$ cat config.mk
export PLATFORM = sky130hd
export DESIGN_NAME = apb_uart_fifo_slave
export DESIGN_NICKNAME = d
export VERILOG_FILES = /design/src/rtl/apb_uart_pkg.sv /design/src/rtl/uart_sync_fifo.sv /design/src/rtl/apb_uart_fifo_slave.sv
export SDC_FILE = /design/constraint.sdc
export NUM_CORES = 1
export LEC_CHECK = 0
export ABC_AREA = 0
export BUFFER_PORTS_ARGS = -buffer_cell sky130_fd_sc_hd__buf_4
export CORE_ASPECT_RATIO = 0.9
export CORE_MARGIN = 2
export CORE_UTILIZATION = 25
export DETAILED_ROUTE_END_ITERATION = 8
export SYNTH_ARGS = -nofsm -noshare
export SYNTH_HDL_FRONTEND = slang
export SYNTH_SLANG_ARGS = --single-unit
$ cat constraint.sdc
create_clock -name pclk -period 4.16 [get_ports pclk]
set_input_delay 0.832 -clock pclk [delete_from_list [all_inputs] [get_ports pclk]]
set_output_delay 0.832 -clock pclk [all_outputs]
set_load 0.05 [all_outputs]
$ cat src/rtl/apb_uart_pkg.sv
// Shared register offsets, STATUS/CTRL bit positions and FSM encodings for the APB UART slave.
// Parity support in the users of this package is selected by the UART_PARITY_EN macro.
package apb_uart_pkg;

    localparam logic [1:0] REG_DATA   = 2'd0;
    localparam logic [1:0] REG_STATUS = 2'd1;
    localparam logic [1:0] REG_DIV    = 2'd2;
    localparam logic [1:0] REG_CTRL   = 2'd3;

    localparam int STAT_TXFULL   = 0;
    localparam int STAT_TXEMPTY  = 1;
    localparam int STAT_RXFULL   = 2;
    localparam int STAT_RXEMPTY  = 3;
    localparam int STAT_TXBUSY   = 4;
    localparam int STAT_OVERRUN  = 5;
    localparam int STAT_FRAMING  = 6;
    localparam int STAT_PARITY   = 7;

    localparam int CTRL_EN      = 0;
    localparam int CTRL_IE_RX   = 1;
    localparam int CTRL_IE_TX   = 2;
    localparam int CTRL_IE_ERR  = 3;
    localparam int CTRL_PAR_ODD = 4;

    // Sticky flag vector holds {parity, framing, overrun}
    localparam int FLAG_OVERRUN = 0;
    localparam int FLAG_FRAMING = 1;
    localparam int FLAG_PARITY  = 2;

    localparam logic [15:0] MIN_DIV = 16'd4;

    typedef enum logic [2:0] {
        UART_IDLE,
        UART_START,
        UART_DATA,
        UART_PARITY,
        UART_STOP
    } uart_state_t;

    function automatic logic [15:0] clamp_div(input logic [15:0] value);
        return (value < MIN_DIV) ? MIN_DIV : value;
    endfunction

endpackage

$ cat src/rtl/uart_sync_fifo.sv
// Single-clock first-word-fall-through FIFO with occupancy count, full and empty flags.
// A push while full is accepted only when a pop frees a slot in the same cycle.
module uart_sync_fifo #(
    parameter int WIDTH = 8,
    parameter int DEPTH = 8
) (
    input  logic                     clk,
    input  logic                     reset,
    input  logic                     push,
    input  logic [WIDTH-1:0]         push_data,
    input  logic                     pop,
    output logic [WIDTH-1:0]         pop_data,
    output logic [$clog2(DEPTH):0]   count,
    output logic                     full,
    output logic                     empty
);

    localparam int AW = $clog2(DEPTH);

    logic [WIDTH-1:0] mem [DEPTH];
    logic [AW-1:0]    wr_ptr;
    logic [AW-1:0]    rd_ptr;
    logic             do_push;
    logic             do_pop;

    assign full     = (count == (AW+1)'(DEPTH));
    assign empty    = (count == '0);
    assign do_pop   = pop & ~empty;
    assign do_push  = push & (~full | do_pop);
    assign pop_data = mem[rd_ptr];

    always_ff @(posedge clk) begin
        if (do_push) begin
            mem[wr_ptr] <= push_data;
        end
    end

    always_ff @(posedge clk) begin
        if (reset) begin
            wr_ptr <= '0;
            rd_ptr <= '0;
            count  <= '0;
        end else begin
            if (do_push) begin
                wr_ptr <= wr_ptr + 1'b1;
            end
            if (do_pop) begin
                rd_ptr <= rd_ptr + 1'b1;
            end
            case ({do_push, do_pop})
                2'b10:   count <= count + 1'b1;
                2'b01:   count <= count - 1'b1;
                default: count <= count;
            endcase
        end
    end

endmodule

$ cat src/rtl/apb_uart_fifo_slave.sv
// APB UART slave with TX/RX FIFOs, programmable divisor, bounded wait states and sticky error flags.
// Define UART_PARITY_EN to add a parity bit (even, or odd when CTRL.par_odd=1) to both directions.
module apb_uart_fifo_slave
    import apb_uart_pkg::*;
#(
    parameter int ADDR_W      = 5,
    parameter int DATA_BITS   = 8,
    parameter int TX_DEPTH    = 8,
    parameter int RX_DEPTH    = 8,
    parameter int DEFAULT_DIV = 10417,
    parameter int TIMEOUT     = 16
) (
    input  logic              pclk,
    input  logic              Reset,
    input  logic              psel,
    input  logic              penable,
    input  logic              pwrite,
    input  logic [ADDR_W-1:0] paddr,
    input  logic [31:0]       pwdata,
    output logic [31:0]       prdata,
    output logic              pready,
    output logic              pslverr,
    input  logic              rx,
    output logic              tx,
    output logic              irq
);

    localparam int WAIT_W = $clog2(TIMEOUT + 1);
`ifdef UART_PARITY_EN
    localparam logic [4:0] CTRL_MASK = 5'h1F;
`else
    localparam logic [4:0] CTRL_MASK = 5'h0F;
`endif

    logic [1:0]            reg_addr;
    logic                  access;
    logic                  is_data;
    logic                  blocked;
    logic                  timed_out;
    logic                  reg_wr;
    logic [WAIT_W-1:0]     wait_cnt;
    logic [15:0]           div_reg;
    logic [4:0]            ctrl;
    logic [2:0]            flags;
    logic [2:0]            flag_clr;
    logic [7:0]            status;

    logic                  tx_push;
    logic                  tx_pop;
    logic [DATA_BITS-1:0]  tx_head;
    logic [$clog2(TX_DEPTH):0] tx_count;
    logic                  tx_full;
    logic                  tx_empty;

    logic                  rx_push;
    logic                  rx_pop;
    logic [DATA_BITS-1:0]  rx_head;
    logic [$clog2(RX_DEPTH):0] rx_count;
    logic                  rx_full;
    logic                  rx_empty;

    uart_state_t           tx_state;
    logic [15:0]           tx_cnt;
    logic [3:0]            tx_bit;
    logic [DATA_BITS-1:0]  tx_shift;
    logic                  tx_start;

    uart_state_t           rx_state;
    logic [1:0]            rx_sync;
    logic                  rx_s;
    logic                  rx_prev;
    logic [15:0]           rx_cnt;
    logic [3:0]            rx_bit;
    logic [DATA_BITS-1:0]  rx_shift;
`ifdef UART_PARITY_EN
    logic                  tx_par;
    logic                  rx_par_err;
`endif

    logic                  unused_bits;
    assign unused_bits = ^{paddr[ADDR_W-1:4], paddr[1:0], pwdata[31:16], tx_count, rx_count};

    // A DATA access stalls while its FIFO cannot serve it, until the wait budget runs out
    assign reg_addr  = paddr[3:2];
    assign access    = psel & penable;
    assign is_data   = (reg_addr == REG_DATA);
    assign blocked   = is_data & (pwrite ? tx_full : rx_empty);
    assign timed_out = (wait_cnt == WAIT_W'(TIMEOUT));
    assign pready    = access & (~blocked | timed_out);
    assign pslverr   = access & blocked & timed_out;
    assign reg_wr    = access & pwrite & pready;

    assign tx_push  = access & pwrite & is_data & ~tx_full;
    assign rx_pop   = access & ~pwrite & is_data & ~rx_empty;
    assign flag_clr = (reg_wr && reg_addr == REG_STATUS) ? pwdata[7:5] : 3'b000;

    always_comb begin
        status               = 8'h00;
        status[STAT_TXFULL]  = tx_full;
        status[STAT_TXEMPTY] = tx_empty;
        status[STAT_RXFULL]  = rx_full;
        status[STAT_RXEMPTY] = rx_empty;
        status[STAT_TXBUSY]  = (tx_state != UART_IDLE);
        status[STAT_OVERRUN] = flags[FLAG_OVERRUN];
        status[STAT_FRAMING] = flags[FLAG_FRAMING];
        status[STAT_PARITY]  = flags[FLAG_PARITY];
    end

    always_comb begin
        prdata = 32'h0;
        if (access && pready && !pslverr && !pwrite) begin
            case (reg_addr)
                REG_DATA:   prdata[DATA_BITS-1:0] = rx_head;
                REG_STATUS: prdata[7:0]           = status;
                REG_DIV:    prdata[15:0]          = div_reg;
                default:    prdata[4:0]           = ctrl;
            endcase
        end
    end

    always_ff @(posedge pclk) begin
        if (Reset) begin
            wait_cnt <= '0;
            div_reg  <= 16'(DEFAULT_DIV);
            ctrl     <= 5'h00;
            irq      <= 1'b0;
        end else begin
            if (!access || pready) begin
                wait_cnt <= '0;
            end else begin
                wait_cnt <= wait_cnt + 1'b1;
            end
            if (reg_wr && reg_addr == REG_DIV) begin
                div_reg <= clamp_div(pwdata[15:0]);
            end
            if (reg_wr && reg_addr == REG_CTRL) begin
                ctrl <= pwdata[4:0] & CTRL_MASK;
            end
            irq <= (ctrl[CTRL_IE_RX] & ~rx_empty) |
                   (ctrl[CTRL_IE_TX] & tx_empty) |
                   (ctrl[CTRL_IE_ERR] & (|flags));
        end
    end

    uart_sync_fifo #(.WIDTH(DATA_BITS), .DEPTH(TX_DEPTH)) u_tx_fifo (
        .clk       (pclk),
        .reset     (Reset),
        .push      (tx_push),
        .push_data (pwdata[DATA_BITS-1:0]),
        .pop       (tx_pop),
        .pop_data  (tx_head),
        .count     (tx_count),
        .full      (tx_full),
        .empty     (tx_empty)
    );

    uart_sync_fifo #(.WIDTH(DATA_BITS), .DEPTH(RX_DEPTH)) u_rx_fifo (
        .clk       (pclk),
        .reset     (Reset),
        .push      (rx_push),
        .push_data (rx_shift),
        .pop       (rx_pop),
        .pop_data  (rx_head),
        .count     (rx_count),
        .full      (rx_full),
        .empty     (rx_empty)
    );

    // A new frame may start from IDLE or straight out of the last stop-bit cycle, so frames abut
    assign tx_start = ctrl[CTRL_EN] & ~tx_empty &
                      ((tx_state == UART_IDLE) || (tx_state == UART_STOP && tx_cnt == 16'd0));
    assign tx_pop   = tx_start;

    always_ff @(posedge pclk) begin
        if (Reset) begin
            tx_state <= UART_IDLE;
            tx       <= 1'b1;
            tx_cnt   <= 16'd0;
            tx_bit   <= 4'd0;
            tx_shift <= '0;
`ifdef UART_PARITY_EN
            tx_par   <= 1'b0;
`endif
        end else if (tx_start) begin
            tx_state <= UART_START;
            tx       <= 1'b0;
            tx_cnt   <= div_reg - 16'd1;
            tx_shift <= tx_head;
`ifdef UART_PARITY_EN
            tx_par   <= (^tx_head) ^ ctrl[CTRL_PAR_ODD];
`endif
        end else if (tx_state != UART_IDLE && tx_cnt != 16'd0) begin
            tx_cnt <= tx_cnt - 16'd1;
        end else begin
            tx_cnt <= div_reg - 16'd1;
            case (tx_state)
                UART_START: begin
                    tx       <= tx_shift[0];
                    tx_bit   <= 4'd0;
                    tx_state <= UART_DATA;
                end
                UART_DATA: begin
                    if (tx_bit == 4'(DATA_BITS - 1)) begin
`ifdef UART_PARITY_EN
                        tx       <= tx_par;
                        tx_state <= UART_PARITY;
`else
                        tx       <= 1'b1;
                        tx_state <= UART_STOP;
`endif
                    end else begin
                        tx_shift <= tx_shift >> 1;
                        tx       <= tx_shift[1];
                        tx_bit   <= tx_bit + 4'd1;
                    end
                end
`ifdef UART_PARITY_EN
                UART_PARITY: begin
                    tx       <= 1'b1;
                    tx_state <= UART_STOP;
                end
`endif
                default: begin
                    tx       <= 1'b1;
                    tx_state <= UART_IDLE;
                end
            endcase
        end
    end

    assign rx_s = rx_sync[1];

    // Every sample point is a counter expiry; errors pick one flag and drop the byte
    always_ff @(posedge pclk) begin
        if (Reset) begin
            rx_sync  <= 2'b11;
            rx_prev  <= 1'b1;
            rx_state <= UART_IDLE;
            rx_cnt   <= 16'd0;
            rx_bit   <= 4'd0;
            rx_shift <= '0;
            rx_push  <= 1'b0;
            flags    <= 3'b000;
`ifdef UART_PARITY_EN
            rx_par_err <= 1'b0;
`endif
        end else begin
            rx_sync <= {rx_sync[0], rx};
            rx_prev <= rx_s;
            rx_push <= 1'b0;
            flags   <= flags & ~flag_clr;
            if (rx_state == UART_IDLE) begin
                if (rx_prev && !rx_s) begin
                    rx_state <= UART_START;
                    rx_cnt   <= (div_reg >> 1) - 16'd1;
                end
            end else if (rx_cnt != 16'd0) begin
                rx_cnt <= rx_cnt - 16'd1;
            end else begin
                rx_cnt <= div_reg - 16'd1;
                case (rx_state)
                    UART_START: begin
                        rx_bit   <= 4'd0;
                        rx_state <= rx_s ? UART_IDLE : UART_DATA;
                    end
                    UART_DATA: begin
                        rx_shift <= {rx_s, rx_shift[DATA_BITS-1:1]};
                        rx_bit   <= rx_bit + 4'd1;
                        if (rx_bit == 4'(DATA_BITS - 1)) begin
`ifdef UART_PARITY_EN
                            rx_state <= UART_PARITY;
`else
                            rx_state <= UART_STOP;
`endif
                        end
                    end
`ifdef UART_PARITY_EN
                    UART_PARITY: begin
                        rx_par_err <= (^rx_shift) ^ rx_s ^ ctrl[CTRL_PAR_ODD];
                        rx_state   <= UART_STOP;
                    end
`endif
                    default: begin
                        rx_state <= UART_IDLE;
                        if (!rx_s) begin
                            flags[FLAG_FRAMING] <= 1'b1;
`ifdef UART_PARITY_EN
                        end else if (rx_par_err) begin
                            flags[FLAG_PARITY] <= 1'b1;
`endif
                        end else if (rx_full) begin
                            flags[FLAG_OVERRUN] <= 1'b1;
                        end else begin
                            rx_push <= 1'b1;
                        end
                    end
                endcase
            end
        end
    end

endmodule
==> results.yml <==
critical_path:
  rr_startpoint: "tx_cnt[0]$_SDFF_PP0_"
  end_kind: "register"
  critPathKind: "reg2reg"
  worst_r2r_path_depth: 14
  critical_path.max_stage_delay_ns: 0.58
  crit_family: "simple AND/OR/NAND/NOR gates"
  crit_chain: "inv_1 > ha_1 > or3b_2 > or3_4 > or4_4 > a211o_1 > inv_1 > ha_1 > xor2_1 > ha_1 > a21oi_1 > xor2_1 > or3_1 > a21oi_1"
  crit_start: "tx_cnt[0]$_SDFF_PP0_"
  worstPathBufferInverterCount: 2
  worst_path_most_repeated_cell: "ha_1"
  crit_required_ns: 4.61
  path_max_fanout: 12
  cp.depth: 14
  start_kind: "register"
  critPathSlowestCell: "or4_4"
  cp.arrival_ns: 4.32
clock_network:
  h-tree-depth: 1
  cts_hold_buf: 0
  clk_pin_slew_worst_paths_ns: 0.06
  numCtsBuffers: 25
  cts_buffer_depth: 3
  cts-root-buf: "clkbuf_16"
  clock_sinks: 250
  cts_resized: 0
  cts_tree: "done"
  post_cts_buffers: 0
  clk_latency_ns: 0.53
route:
  drcViolationCount: 0
  vias_per_cell: 4.706
  vias: 8080
  drt_iter0_drc: 741
  drt-wirelength-per-cell_um: 15.61
  postRouteAntennaNets: 0
  drt-total-wl_um: 26790
  drt_pass1_iterations: 5
final_layout:
  fin_nets: 1153
  diodes: 0
  synthToLayoutAreaGrowth_pct: 15.37
  reg_top3: "u_rx_fifo.mem (64), u_tx_fifo.mem (64)"
  drive_gt1_share_pct: 14.16
pwr:
  ir_drop_v: 0.0002367
  p_clk_share_pct: 39.4
  pwr-share-seq_pct: 48.2
  switchingPower_uw: 1483
  power_frac_comb_pct: 12.4
  p_int_uw: 4116
  power.leakage_uw: 0.004433
  total_power_uw: 5600
  power-per-cell-area_mw_per_mm2: 421.0
  switching_share_pct: 26.49
timing:
  finalSetupViolCount: 0
  min_period_over_period_pct: 93.22
  rsz0062_at_grt: "no"
  fin_worst_skew_ns: 0.009052
  drv_slew: 0
  fmax_mhz: 257.9
  hold_ws_ns: 0.4454
  hold_viol_final: 0
  relSlewSlack_pct: 30.55
  finalSetupTns_ns: 0
  setup_ws_ns: 0.2821
  tightestPinTransition_ns: 1.038
  finalCriticalPeriod_ns: 3.878
outcome:
  status: "completed"
placed_design:
  dpl.hpwl_um: 18360
  numPortBuffers: 43
  gp_congestion: 0.8097
  place_ws_ns: 0.3604
global_route:
  antenna_found_initial: 0
  grt_pass1_wl_um: 42680
  grt_usage_pct: 11.13
  grt_overflow: 0
  grt_pass1_vias: 7722
  grt_start_max_net_pins: 66
floorplan:
  die_w_um: 230.4
  initial_core_util_pct: 25.36
  die_area_mm2: 0.04785
  core_mm2: 0.04546
  num_io_pins: 79
  rows: 74
  die_h_um: 207.7
synth:
  syn_avg_cell_area_um2: 10.90
  synthArstFlopShare_pct: 0
  synth-seq-area-share_pct: 54.53
  yosysWarnings: 0
  synth_top_area_share_pct: 33.34
  ys_ff_latch: 250
  synthesis.instances: 1058
  synth_common_cells: "edfxtp_1, dfxtp_1, nand2_1"
  ys.flop_type: "edfxtp_1"
  netlist_area_mm2: 0.01153
  synth_edf_count: 128
  synthTopCellsByArea: "edfxtp_1, dfxtp_1, mux4_2"
  synth_area_leader_cell: "edfxtp_1"
  synth.distinct_cells: 62
  yosysMostFrequentCell: "edfxtp_1"
job:
  maxCapViolCount: 0
worst_hold_path:
  min_path_cells: 1
  min_from: "rx_sync[0]$_SDFF_PP1_"
  hp-class: "reg2reg"
-- final cells by class --
class	instances	area (µm²)
sequential	250	6286
fill	4622	32160
tap	608	760.7
clock inverter	13	138.9
multi-input combinational	726	4873
inverter	19	71.32
timing repair buffer	69	518.0
clock buffer	32	651.9
-- through the flow --
step,instance area [µm²],util (%),cells
2_1_floorplan,11580,-,1073
4_1_cts,13300,29.26,1717
3_5_place_dp,12510,27.52,1672
3_3_place_gp,12510,27.52,1672
6_report,13300,29.26,1717
5_1_grt,13300,29.26,1717
-- layer usage --
metal  part of all wire, %  GRT usage, %
met1                    48         16.49
met2                    43         16.39
met3                   6.0         2.019
met4                   2.7         3.315
met5                     0             0
-- path summary, 6_finish.rpt --
check                                    end  slack (ns)
max          u_tx_fifo.count[2]$_SDFFE_PP0P_        0.28
min reg2reg            rx_sync[1]$_SDFF_PP1_        0.45
min                    rx_sync[1]$_SDFF_PP1_        0.45
max reg2reg  u_tx_fifo.count[2]$_SDFFE_PP0P_        0.28
-- power groups by stage --
stage	combinational, µW	clock, µW	sequential (µW)
floorplan	518	0	2730
global placement	672	0	2750
detailed placement	685	0	2750
CTS	688	2260	2690
global route	770	2370	2700
finish	695	2210	2700
-- worst reg2reg max path, stage by stage, from the launching register on --
cell,delay (ns)
dfxtp_1,0.33
inv_1,0.07
ha_1,0.18
or3b_2,0.51
or3_4,0.42
or4_4,0.58
a211o_1,0.34
inv_1,0.08
ha_1,0.27
xor2_1,0.18
ha_1,0.16
a21oi_1,0.05
xor2_1,0.16
or3_1,0.31
a21oi_1,0.17
-- logic make-up after synthesis --
kind of cell    count (synthesis)  share of synthesized area, %
compound gates                175                         10.01
xor+xnor                       53                         4.026
fa+ha+maj                      19                         2.127
buf+inv                        97                         3.733
flops                         250                         54.53
mux                            58                         8.520
other cells                     1                       0.03253
simple gates                  405                         17.03
-- layout by cell type (no fill, tap or decap), types with 24 or more instances in the layout --
cell type	instances
edfxtp_1	128
dfxtp_1	122
nand2_1	117
nor2_1	114
buf_4	69
a21oi_1	53
mux4_2	32
a211oi_1	32
nor3_1	30
xor2_1	29
mux2i_1	25
clkbuf_16	25
xnor2_1	24
Note: power is estimated with default switching activity, not from simulation.
